[src/rtl/int_div_unit_if.sv]
// Issue/result bundle between the EXE-stage issue logic and the iterative divider.
// Master drives the operation and the consume strobe; slave is the divider.
interface int_div_unit_if #(
    parameter int XLEN = 32
);
    logic            start_i;
    logic [1:0]      op_i;
    logic [XLEN-1:0] rs1_i;
    logic [XLEN-1:0] rs2_i;
    logic [4:0]      rd_i;
    logic            flush_i;
    logic            ready_i;
    logic            busy_o;
    logic            valid_o;
    logic [XLEN-1:0] result_o;
    logic [4:0]      rd_o;

    modport master (
        output start_i, op_i, rs1_i, rs2_i, rd_i, flush_i, ready_i,
        input  busy_o, valid_o, result_o, rd_o
    );

    modport slave (
        input  start_i, op_i, rs1_i, rs2_i, rd_i, flush_i, ready_i,
        output busy_o, valid_o, result_o, rd_o
    );
endinterface

[src/rtl/int_div_unit.sv]
// Iterative radix-2 restoring divider for RV32M DIV/DIVU/REM/REMU, one op in flight.
// Latency: XLEN+2 cycles from accepted start to valid_o; divide-by-zero/overflow in 1 cycle.
// Backpressure: result held in DONE until ready_i; start_i ignored while busy_o is high.
module int_div_unit #(
    parameter int XLEN = 32
) (
    input  logic          clk,
    input  logic          reset_n,
    int_div_unit_if.slave div_if
);
    localparam int               CNT_W    = $clog2(XLEN);
    localparam logic [XLEN-1:0]  INT_MIN  = {1'b1, {(XLEN-1){1'b0}}};
    localparam logic [CNT_W-1:0] CNT_LAST = CNT_W'(XLEN - 1);

    typedef enum logic [1:0] {
        S_IDLE,
        S_CALC,
        S_FIX,
        S_DONE
    } state_t;

    state_t           state_q, state_d;
    logic [XLEN-1:0]  rem_q, rem_d;
    logic [XLEN-1:0]  quo_q, quo_d;
    logic [XLEN-1:0]  dvs_q, dvs_d;
    logic [XLEN-1:0]  result_q, result_d;
    logic [CNT_W-1:0] cnt_q, cnt_d;
    logic [4:0]       rd_q, rd_d;
    logic             sel_rem_q, sel_rem_d;
    logic             neg_quo_q, neg_quo_d;
    logic             neg_rem_q, neg_rem_d;
    logic             busy_q, busy_d;
    logic             valid_q, valid_d;

    logic             in_signed;
    logic             rs1_neg;
    logic             rs2_neg;
    logic             div_zero;
    logic             div_ovf;
    logic [XLEN-1:0]  rs1_abs;
    logic [XLEN-1:0]  rs2_abs;
    logic [XLEN-1:0]  special_res;
    logic [XLEN:0]    shifted;
    logic [XLEN:0]    trial;
    logic             step_ge;
    logic [XLEN-1:0]  quo_fix;
    logic [XLEN-1:0]  rem_fix;

    // op_i[0] set means unsigned (DIVU/REMU); op_i[1] set selects the remainder.
    assign in_signed = ~div_if.op_i[0];
    assign rs1_neg   = in_signed & div_if.rs1_i[XLEN-1];
    assign rs2_neg   = in_signed & div_if.rs2_i[XLEN-1];
    assign rs1_abs   = rs1_neg ? -div_if.rs1_i : div_if.rs1_i;
    assign rs2_abs   = rs2_neg ? -div_if.rs2_i : div_if.rs2_i;
    assign div_zero  = (div_if.rs2_i == '0);
    assign div_ovf   = in_signed & (div_if.rs1_i == INT_MIN) & (div_if.rs2_i == '1);

    always_comb begin
        special_res = '0;
        if (div_zero) begin
            special_res = div_if.op_i[1] ? div_if.rs1_i : '1;
        end else begin
            special_res = div_if.op_i[1] ? '0 : INT_MIN;
        end
    end

    // The shifted remainder can reach XLEN+1 bits; its top bit alone already means
    // it exceeds the divisor, otherwise the borrow of the trial subtract decides.
    assign shifted = {rem_q, quo_q[XLEN-1]};
    assign trial   = shifted - {1'b0, dvs_q};
    assign step_ge = shifted[XLEN] | ~trial[XLEN];

    assign quo_fix = neg_quo_q ? -quo_q : quo_q;
    assign rem_fix = neg_rem_q ? -rem_q : rem_q;

    always_comb begin
        state_d   = state_q;
        rem_d     = rem_q;
        quo_d     = quo_q;
        dvs_d     = dvs_q;
        result_d  = result_q;
        cnt_d     = cnt_q;
        rd_d      = rd_q;
        sel_rem_d = sel_rem_q;
        neg_quo_d = neg_quo_q;
        neg_rem_d = neg_rem_q;

        if (div_if.flush_i) begin
            state_d = S_IDLE;
        end else begin
            case (state_q)
                S_IDLE: begin
                    if (div_if.start_i) begin
                        sel_rem_d = div_if.op_i[1];
                        rd_d      = div_if.rd_i;
                        neg_quo_d = rs1_neg ^ rs2_neg;
                        neg_rem_d = rs1_neg;
                        quo_d     = rs1_abs;
                        dvs_d     = rs2_abs;
                        rem_d     = '0;
                        cnt_d     = '0;
                        if (div_zero || div_ovf) begin
                            result_d = special_res;
                            state_d  = S_DONE;
                        end else begin
                            state_d  = S_CALC;
                        end
                    end
                end
                S_CALC: begin
                    rem_d = step_ge ? trial[XLEN-1:0] : shifted[XLEN-1:0];
                    quo_d = {quo_q[XLEN-2:0], step_ge};
                    cnt_d = cnt_q + CNT_W'(1);
                    if (cnt_q == CNT_LAST) begin
                        state_d = S_FIX;
                    end
                end
                S_FIX: begin
                    result_d = sel_rem_q ? rem_fix : quo_fix;
                    state_d  = S_DONE;
                end
                S_DONE: begin
                    if (div_if.ready_i) begin
                        state_d = S_IDLE;
                    end
                end
                default: state_d = S_IDLE;
            endcase
        end

        busy_d  = (state_d != S_IDLE);
        valid_d = (state_d == S_DONE);
    end

    always_ff @(posedge clk or negedge reset_n) begin
        if (!reset_n) begin
            state_q   <= S_IDLE;
            rem_q     <= '0;
            quo_q     <= '0;
            dvs_q     <= '0;
            result_q  <= '0;
            cnt_q     <= '0;
            rd_q      <= '0;
            sel_rem_q <= 1'b0;
            neg_quo_q <= 1'b0;
            neg_rem_q <= 1'b0;
            busy_q    <= 1'b0;
            valid_q   <= 1'b0;
        end else begin
            state_q   <= state_d;
            rem_q     <= rem_d;
            quo_q     <= quo_d;
            dvs_q     <= dvs_d;
            result_q  <= result_d;
            cnt_q     <= cnt_d;
            rd_q      <= rd_d;
            sel_rem_q <= sel_rem_d;
            neg_quo_q <= neg_quo_d;
            neg_rem_q <= neg_rem_d;
            busy_q    <= busy_d;
            valid_q   <= valid_d;
        end
    end

    assign div_if.busy_o   = busy_q;
    assign div_if.valid_o  = valid_q;
    assign div_if.result_o = result_q;
    assign div_if.rd_o     = rd_q;
endmodule

[src/flat_wrapper.sv]
// flat-port wrapper written by rule: the top's interface ports become plain ports
module int_div_unit_flat 
#(
    parameter int XLEN = 32
)
  (clk, reset_n, div_if_start_i, div_if_op_i, div_if_rs1_i, div_if_rs2_i, div_if_rd_i, div_if_flush_i, div_if_ready_i, div_if_busy_o, div_if_valid_o, div_if_result_o, div_if_rd_o);
  int_div_unit_if #(.XLEN(XLEN)) div_if_i ();
  input  logic clk;
  input  logic reset_n;
  input wire logic [$bits(div_if_i.start_i)-1:0] div_if_start_i;
  input wire logic [$bits(div_if_i.op_i)-1:0] div_if_op_i;
  input wire logic [$bits(div_if_i.rs1_i)-1:0] div_if_rs1_i;
  input wire logic [$bits(div_if_i.rs2_i)-1:0] div_if_rs2_i;
  input wire logic [$bits(div_if_i.rd_i)-1:0] div_if_rd_i;
  input wire logic [$bits(div_if_i.flush_i)-1:0] div_if_flush_i;
  input wire logic [$bits(div_if_i.ready_i)-1:0] div_if_ready_i;
  output wire logic [$bits(div_if_i.busy_o)-1:0] div_if_busy_o;
  output wire logic [$bits(div_if_i.valid_o)-1:0] div_if_valid_o;
  output wire logic [$bits(div_if_i.result_o)-1:0] div_if_result_o;
  output wire logic [$bits(div_if_i.rd_o)-1:0] div_if_rd_o;
  assign div_if_i.start_i = div_if_start_i;
  assign div_if_i.op_i = div_if_op_i;
  assign div_if_i.rs1_i = div_if_rs1_i;
  assign div_if_i.rs2_i = div_if_rs2_i;
  assign div_if_i.rd_i = div_if_rd_i;
  assign div_if_i.flush_i = div_if_flush_i;
  assign div_if_i.ready_i = div_if_ready_i;
  assign div_if_busy_o = div_if_i.busy_o;
  assign div_if_valid_o = div_if_i.valid_o;
  assign div_if_result_o = div_if_i.result_o;
  assign div_if_rd_o = div_if_i.rd_o;
  int_div_unit #(.XLEN(XLEN)) u_core (.clk(clk), .reset_n(reset_n), .div_if(div_if_i));
endmodule
[config.mk]
export PLATFORM = sky130hd
export DESIGN_NAME = int_div_unit_flat
export DESIGN_NICKNAME = d
export VERILOG_FILES = /design/src/rtl/int_div_unit_if.sv /design/src/rtl/int_div_unit.sv /design/src/flat_wrapper.sv
export SDC_FILE = /design/constraint.sdc
export NUM_CORES = 1
export LEC_CHECK = 0
export CORE_UTILIZATION = 53
export CTS_BUF_LIST = sky130_fd_sc_hd__clkbuf_8 sky130_fd_sc_hd__clkbuf_16
export CTS_CLUSTER_SIZE = 14
export DETAILED_ROUTE_END_ITERATION = 10
export GPL_TIMING_DRIVEN = 0
export PLACE_DENSITY = 0.85
export SYNTH_ARGS = -nofsm -noshare
export SYNTH_HDL_FRONTEND = slang
export SYNTH_SLANG_ARGS = --single-unit
[constraint.sdc]
create_clock -name clk -period 3.3 [get_ports clk]
set_clock_uncertainty 0.2 [all_clocks]
set_input_delay 0.495 -clock clk [delete_from_list [all_inputs] [get_ports clk]]
set_output_delay 0.495 -clock clk [all_outputs]
set_load 0.01 [all_outputs]
# Word level (Yosys, flattened, before mapping)
# Cells that the tools add are included.
[totals] ff_bits=145 input_bits=76 output_inout_bits=39
[op_classes] muxes=24 eq_ne=9 add_sub_neg=6 n_bitwise=9 n_reduce_logical=9
[ops] operator="$mux 32" n=13
[ops] operator="$pmux 32 s2" n=3
[ops] operator="$neg 32->32" n=4
[ops] operator="$eq 32x32->1 const B" n=2
[ops] operator="$sub 33x32->33" n=1
[ops] operator="$logic_not 32->1" n=1
[ops] operator="$mux 2" n=5
[ops] operator="$pmux 5 s2" n=1
[ops] operator="$pmux 2 s4" n=1
[ops] operator="$eq 2x2->1 const B" n=3
[ops] operator="$reduce_and 3->1" n=2
[ops] operator="$reduce_bool 2->1" n=3
[ops] operator="$add 5x1->5 const B" n=1
[ops] operator="$eq 5x5->1 const B" n=1
[ops] operator="$mux 5" n=1
[ops] operator="$and 1x1->1" n=4
[ops] operator="$reduce_and 4->1" n=1
[ops] operator="$not 1->1" n=3
[ops] operator="$eq 2x1->1 const B" n=1
[ops] operator="$logic_not 2->1" n=1
[ops] operator="$ne 2x1->1 const B" n=1
[ops] operator="$ne 2x2->1 const B" n=1
[ops] operator="$logic_or 1x1->1" n=1
[ops] operator="$or 1x1->1" n=1
[ops] operator="$xor 1x1->1" n=1

# Longest topological paths before layout
# Gate-level depths: netlist (run 1).
[logic_depth] depth_word=9 mapped_depth=14 depth_no_buf=12

# Worst setup path before layout (run 1)
# No wires, ideal clock.
[synth_timing] path_type="register to register" start="reg u_core.rem_q[3]" end="reg u_core.rem_q[11]" required_time_ns=2.979 path_buffers=2 setup_slack_ns=0.077 arrival_ns=2.902 path_stages_with_launch=13 path_cell_list="dfrtp_1 ha_1 a21o_1 and2_1 nor4_1 o21ai_0 o21a_1 a21oi_1 o21a_1 buf_2 buf_4 o21ai_0 a22o_1"
[synth_via] elab_chain_len=5
[synth_lines] element="start: declaration" line_no="int_div_unit.sv:23" rtl="logic [XLEN-1:0] rem_q, rem_d;"
[synth_lines] element="start signal: assignment" line_no="int_div_unit.sv:151" rtl="rem_q <= rem_d;"
[synth_lines] element="$sub 33x32->33 (*)" line_no="int_div_unit.sv:70" rtl="assign trial = shifted - {1'b0, dvs_q};"
[synth_lines] element="$not 1->1" line_no="int_div_unit.sv:71" rtl="assign step_ge = shifted[XLEN] | ~trial[XLEN];"
[synth_lines] element="$or 1x1->1" line_no="int_div_unit.sv:71"
[synth_lines] element="$mux 32 (*)" line_no="int_div_unit.sv:111" rtl="rem_d = step_ge ? trial[XLEN-1:0] : shifted[XLEN-1:0];"
[synth_lines] element="$pmux 32 s2 (*)" line_no="int_div_unit.sv:91" rtl="case (state_q)"
# Mark *: on every way between the ends. The rest lies on a longest branch, timed or not.
# A chain may end at the register's enable or synchronous reset.

# Final worst setup path (run 1)
[layout_timing] start="reg u_core.rem_q[6]" end="reg u_core.result_q[20], in the netlist u_core.div_if.result_o[20]"
[layout_via] elab_chain_len=4
[layout_lines] element="$neg 32->32" line_no="int_div_unit.sv:74" rtl="assign rem_fix = neg_rem_q ? -rem_q : rem_q;"
[layout_lines] element="$mux 32" line_no="int_div_unit.sv:74"
[layout_lines] element="$mux 32" line_no="int_div_unit.sv:119" rtl="result_d = sel_rem_q ? rem_fix : quo_fix;"
[layout_lines] element="$pmux 32 s2" line_no="int_div_unit.sv:91"
[layout_lines] element="end signal: assignment" line_no="int_div_unit.sv:154" rtl="result_q <= result_d;"
[layout_lines] element="end: declaration" line_no="int_div_unit.sv:26" rtl="logic [XLEN-1:0] result_q, result_d;"
# Every way passes these cells.

==> results of run 1 <==
sequential cells by signal, summed over array words and instances (netlist names):
signal	cells
u_core.quo_q	32
u_core.neg_rem_q	1
u_core.neg_quo_q	1
u_core.cnt_q	5
u_core.div_if.valid_o	1
u_core.dvs_q	32
u_core.div_if.busy_o	1
u_core.div_if.rd_o	5
u_core.state_q	2
u_core.div_if.result_o	32
u_core.sel_rem_q	1
u_core.rem_q	32
routing by layer:
layer  vias up  part of all wire, %
met3       117                  9.0
li1       4977                    -
met5         -                    0
met4         0                  4.5
met1      5287                   40
met2       585                   46
power by group through the flow:
stage	Combinational [W]	Clock [W]	Sequential, W
2_1_floorplan	0.00376	0	0.00283
3_3_place_gp	0.00503	0	0.00291
3_5_place_dp	0.00519	0	0.00293
4_1_cts	0.00547	0.00198	0.00291
5_1_grt	0.00642	0.00207	0.00301
6_report	0.00591	0.00198	0.00295
cell usage in the layout, fill, tap and decap left out, types with 10 or more instances in the layout:
cell             netlist  layout
or3_1                 22      18
inv_1                 51      50
o211ai_1              11      11
clkbuf_16              0      17
o22ai_1               24      24
clkdlybuf4s50_1        0     106
o21ai_0              149     143
nand2_1              174     173
buf_4                  2      26
mux2i_1               26      25
nand2b_1              16      14
a21o_1                17      17
a21oi_1               55      51
o41ai_1               11      11
nor3_1                23      19
or4_4                  6      10
dfrtp_1              145     134
o21ai_1               13      15
xor2_1                68      68
o31ai_1               28      27
nand4_1               12      12
xnor2_1               82      82
ha_1                  39      34
clkbuf_1              51      47
nand3_1               13      12
nor2b_1               25      25
a22oi_1               14      14
dfrtp_2                0      11
nor2_1                61      60
layout make-up:
class	instances	area, um^2
Buffer	67	323
Clock inverter	14	154
Inverter	52	195
Timing Repair Buffer	139	1360
Fill cell	1489	6250
Antenna cell	1	2.50
Sequential cell	145	3640
Multi-Input combinational cell	1026	7020
Tap cell	265	332
Clock buffer	18	439
synth_stat cells (12+ instances only):
master and n:
nand2_1 174, o21ai_0 149, dfrtp_1 145, xnor2_1 82, xor2_1 68, nor2_1 61
a21oi_1 55, clkbuf_1 51, inv_1 51, ha_1 39, o31ai_1 28, mux2i_1 26
nor2b_1 25, o22ai_1 24, nor3_1 23, or3_1 22, a21o_1 17, nand2b_1 16
a22oi_1 14, nand3_1 13, o21ai_1 13, nand4_1 12, nor4_1 12
worst min-delay path: stages:
cell,delay (ps)
dlymetal6s2s_1,150
xnor2_1,160
o21ai_1,60
per-stage QoR:
| stage | cells | util (%) | worst slack, ps | area [um^2] |
|---|---|---|---|---|
| 3_3_place_gp | 1669 | 62.2 | -4300 | 12300 |
| 5_1_grt | 1726 | 68.3 | -37.3 | 13500 |
| 2_1_floorplan | 1291 | - | 76.6 | 10800 |
| 4_1_cts | 1710 | 66.6 | 0.231 | 13100 |
| 6_report | 1727 | 68.3 | 24.9 | 13500 |
| 3_5_place_dp | 1670 | 62.4 | -813 | 12300 |
cells by family (layout without fill, tap and decap cells):
kind of cell	count (synthesis)	in the layout	share of synthesized area (%)
flip-flops	145	145	33.6
adder cells (fa/ha/maj)	40	40	4.70
other	0	1	0
multiplexers	35	35	3.35
buffers and inverters	120	290	4.34
AND/OR/NAND/NOR	401	401	18.2
XOR/XNOR	150	150	12.2
AO/OA/AOI/OAI	400	400	23.6
how the worst max path moves through the flow:
stage               slack [ps]                          to
floorplan                   80            u_core.rem_q[11]
global placement         -4300  u_core.div_if.result_o[19]
CTS                        0.2   u_core.div_if.result_o[1]
global route               -40             u_core.rem_q[6]
finish                      20  u_core.div_if.result_o[20]
detailed placement        -810  u_core.div_if.result_o[10]
timing repair:
item	4_1_cts	5_1_grt
setup buffers	7	17
pin swaps	10	12
hold endpoints to repair	64	0
resized for setup	45	57
endpoints found under the setup margin	74	74
hold buffers	1	0
==> impl_metrics.json, run 1 <==
{
  "status": "complete, no violations",
  "hold_class": "in2reg",
  "min_delay_path_depth": 3,
  "drtIter0Drc": 1479,
  "critPathBufInv": 0,
  "core_area_um2": 19700,
  "internal_power_w": 0.00614,
  "crit_arrival_ps": 3400,
  "power_density_nw_per_um2": 805,
  "grt_pass1_vias": 10400,
  "slowest_stage": "or4b_4",
  "drc": 0,
  "crit_path_end_kind": "flip-flop",
  "viasPerCell": 6.35,
  "cts-root-buf": "clkbuf_16",
  "syn-num-nets": 1407,
  "cts_buffers": 17,
  "wl_mm": 34.3,
  "globalRouteMet3Util_pct": 7.63,
  "swShare_pct": 43.3,
  "comb_power_share_pct": 54.5,
  "dieWidth_um": 145,
  "drive_above_1_share_pct": 11.2,
  "irDropWorstVdd_mv": 0.431,
  "ant_nets": 0,
  "power_leakage_nw": 5.71,
  "dieArea_um2": 21000,
  "rsz0062_at_grt": "true",
  "port_buffers": 113,
  "cp_cell_sequence": "or3_4 > or2_1 > or4b_4 > or3_1 > o21ai_0 > xor2_1 > a21oi_1 > a211o_1",
  "synth_seq_area_share_pct": 33.6,
  "synth_top_area_share_pct": 33.6,
  "ys_types": 67,
  "grt_start_max_net_pins": 82,
  "synth_edf_count": 0,
  "cts.sinks": 145,
  "fin_hold_ws_ps": 271,
  "io_pins": 115,
  "grt_pass1_wl_mm": 52.6,
  "max_freq_ghz": 0.305,
  "power_w": 0.0108,
  "tightestPinTransition_ps": 811,
  "grt-ovfl-total": 0,
  "wire_per_inst_um": 19.8,
  "path_class": "reg2reg",
  "clk_pin_slew_worst_paths_ps": 70,
  "power_frac_seq_pct": 27.2,
  "setup_tns_ps": 0,
  "synthCells": 1291,
  "fp.dieH_um": 145,
  "routabilityCongestion": 0.980,
  "htree_num_levels": 4,
  "yosys_warnings": 0,
  "r2r_start": "u_core.rem_q[6]",
  "num_rows": 51,
  "maxCapViolations": 0,
  "slew_headroom_pct": 45.5,
  "rrSetupSlack_ps": 20,
  "min_from": "div_if_rs2_i[25]",
  "r2r-end": "u_core.div_if.result_o[20]",
  "required_ps": 3420,
  "worstSetupStartpoint": "u_core.rem_q[6]",
  "antenna_found_initial": 1,
  "fin_nets": 1564,
  "synthArstFlopShare_pct": 100,
  "grtUsageMet2_pct": 51.2,
  "finalCritPeriodShare_pct": 99.2,
  "cts_tree": "built",
  "synth_area_um2": 10800,
  "dp_hpwl_mm": 24.6,
  "synth_area_leader_cell": "dfrtp_1",
  "synth.avg_cell_area_um2": 8.37,
  "insertion_delay_ps": 440,
  "start_kind": "flip-flop",
  "hold_path_end": "u_core.dvs_q[25]",
  "synth_seq_cells": 145,
  "finalHoldViolCount": 0,
  "setup_viol": 0,
  "p_switching_w": 0.00470,
  "reg2regPathDepth": 8,
  "crit_path_max_incr_delay_ps": 540,
  "ys.flop_type": "dfrtp_1",
  "firstDrtPassIters": 8,
  "crit_family": "simple AND/OR/NAND/NOR gates",
  "initial_core_util_pct": 54.8,
  "cp_max_fo": 6,
  "gr-usage-all-layers_pct": 33.0,
  "clock_power_share_pct": 18.3,
  "fin_crit_ps": 3280,
  "worst-path-stages": 8,
  "synth.top_cells.by_area": "dfrtp_1, o21ai_0, xnor2_1",
  "syn_to_final_growth_pct": 24.6,
  "met1_usage_pct": 42.7,
  "busiest_layer": "met2",
  "vias": 11000,
  "drv_slew": 0,
  "clock_path_buffers": 2
}
No activity file was read; power rests on OpenSTA's default activity.
==> run 2, diff against run 1 <==
PLACE_DENSITY = 0.78   (was 0.85)
==> impl_metrics.json, run 2 (synthesized netlist as in run 1, its figures left out) <==
{
  "status": "complete, no violations",
  "viasPerCell": 6.32,
  "wire_per_inst_um": 19.9,
  "grt_pass1_wl_mm": 53.5,
  "slowest_stage": "or4_4",
  "r2r_start": "u_core.quo_q[14]",
  "num-fill-cells": 1590,
  "power_leakage_nw": 5.65,
  "gr-usage-all-layers_pct": 33.4,
  "reg2regPathDepth": 8,
  "drive_above_1_share_pct": 10.4,
  "cts-root-buf": "clkbuf_16",
  "comb_power_share_pct": 54.2,
  "cp_common_cell": "or4_4",
  "io_pins": 115,
  "crit_arrival_ps": 3420,
  "ant_nets": 0,
  "finalHoldViolCount": 0,
  "grt_pass1_vias": 10300,
  "start_kind": "flip-flop",
  "routabilityCongestion": 0.929,
  "maxCapViolations": 0,
  "hold_class": "in2reg",
  "dieWidth_um": 145,
  "diodes": 0,
  "firstDrtPassIters": 6,
  "grt-ovfl-total": 0,
  "final_common_cell": "nand2_1",
  "required_ps": 3460,
  "core_area_um2": 19700,
  "insertion_delay_ps": 440,
  "swShare_pct": 43.3,
  "fin_crit_ps": 3260,
  "place_ws_ps": -761,
  "multi_input_area_um2": 7000,
  "port_buffers": 113,
  "drc": 0,
  "min_delay_path_depth": 3,
  "hold_path_end": "u_core.dvs_q[25]",
  "tightestPinTransition_ps": 800,
  "crit_path_end_kind": "flip-flop",
  "drtIter0Drc": 1194,
  "path_class": "reg2reg",
  "fp.dieH_um": 145,
  "cts_tree": "built",
  "clock_path_buffers": 2,
  "min_from": "div_if_rs2_i[25]",
  "finalCritPeriodShare_pct": 98.6,
  "num_rows": 51,
  "p_switching_w": 0.00464,
  "rsz0062_at_grt": "true",
  "cts_buffers": 17,
  "clock_power_share_pct": 18.3,
  "dp_hpwl_mm": 25.1,
  "setup_slack_ps": 44.6,
  "cp_max_fo": 5,
  "dieArea_um2": 21000,
  "power_density_nw_per_um2": 801,
  "initial_core_util_pct": 54.8,
  "crit_path_max_incr_delay_ps": 570,
  "power_frac_seq_pct": 27.5,
  "htree_num_levels": 4,
  "layout.area.seq_um2": 3640,
  "syn_to_final_growth_pct": 23.8,
  "worstSetupStartpoint": "u_core.quo_q[14]",
  "drv_slew": 0,
  "internal_power_w": 0.00608,
  "irDropWorstVdd_mv": 0.504,
  "setup_viol": 0,
  "slew_headroom_pct": 46.2,
  "wl_mm": 34.3,
  "fin_nets": 1559,
  "cp_cell_sequence": "or4_4 > or4_4 > or3_4 > or4_4 > o21ai_2 > xor2_1 > a221o_1 > o21ai_1",
  "antenna_found_initial": 0,
  "cts.sinks": 145,
  "r2r-end": "u_core.div_if.result_o[24]",
  "power_w": 0.0107,
  "vias": 10900,
  "rrSetupSlack_ps": 40,
  "fin_util_pct": 67.9,
  "final_cell_mix": "nand2_1, o21ai_0, dfrtp_1",
  "grt_start_max_net_pins": 85,
  "max_freq_ghz": 0.307,
  "clk_pin_slew_worst_paths_ps": 70
}
[run 2: cell count changes in the layout (fill, tap and decap cells not counted), sizes merged]
cell           change
diode              -1
buf                -7
dlymetal6s2s       -2
inv                -2
dlygate4sd2        +1
clkbuf             +2
clkinvlp           +3
clkdlybuf4s50      +1
clkinv             -2
[run 2: power by group through the flow]
stage	logic, W	registers, W	clock network, W
2_1_floorplan	0.00376	0.00283	0
6_report	0.00581	0.00295	0.00196
3_3_place_gp	0.00506	0.00292	0
3_5_place_dp	0.00520	0.00294	0
4_1_cts	0.00543	0.00292	0.00196
5_1_grt	0.00635	0.00301	0.00204
[run 2: cell type report]
type                       instances  area share (%)
multi-input combinational       1026            52.3
sequential                       145            27.2
timing repair buffer             133            9.76
clock buffer                      18            3.28
buffer                            68            2.50
tap                              265            2.48
inverter                          52            1.46
clock inverter                    13            1.03
[run 2: worst max-delay path by stage]
| stage | end | slack (ps) | cells past startpoint |
|---|---|---|---|
| 2_1_floorplan | u_core.rem_q[11] | 80 | 12 |
| 3_3_place_gp | u_core.div_if.result_o[5] | -4400 | 1 |
| 3_5_place_dp | u_core.div_if.result_o[31] | -760 | 11 |
| 4_1_cts | u_core.div_if.result_o[26] | -20 | 8 |
| 5_1_grt | u_core.div_if.result_o[24] | -50 | 8 |
| 6_report | u_core.div_if.result_o[24] | 40 | 8 |
[run 2: per-layer routing]
layer | global-route usage [%] | up-vias | part of all wire [%]
li1 | - | 4955 | -
met1 | 45.0 | 5304 | 43
met2 | 52.3 | 513 | 46
met3 | 7.27 | 97 | 8.1
met4 | 12.9 | 0 | 3.4
met5 | 0 | - | 0
[run 2: repair_timing]
action	4_1_cts	5_1_grt
setup endpoints to repair	74	74
hold buffers	1	0
hold endpoints to repair	61	0
resized for setup	47	53
setup buffers	7	11
pin swaps	7	9
cloned	0	0
[run 2: worst max-delay path, delay by kind of cell (launching register included)]
kind	cells	cell delay, ps
XOR/XNOR	1	110
AO/OA/AOI/OAI	3	580
AND/OR/NAND/NOR	4	1870
flip-flops	1	420
[run 2: through the flow]
step	TNS, ps	instance area [um^2]	hold slack [ps]	std cells
floorplan	0	10800	-0.591	1291
global placement	-685770	12300	260	1669
detailed placement	-52390	12300	269	1670
CTS	-49.6	13100	283	1709
global route	-140	13400	292	1720
finish	0	13400	257	1720
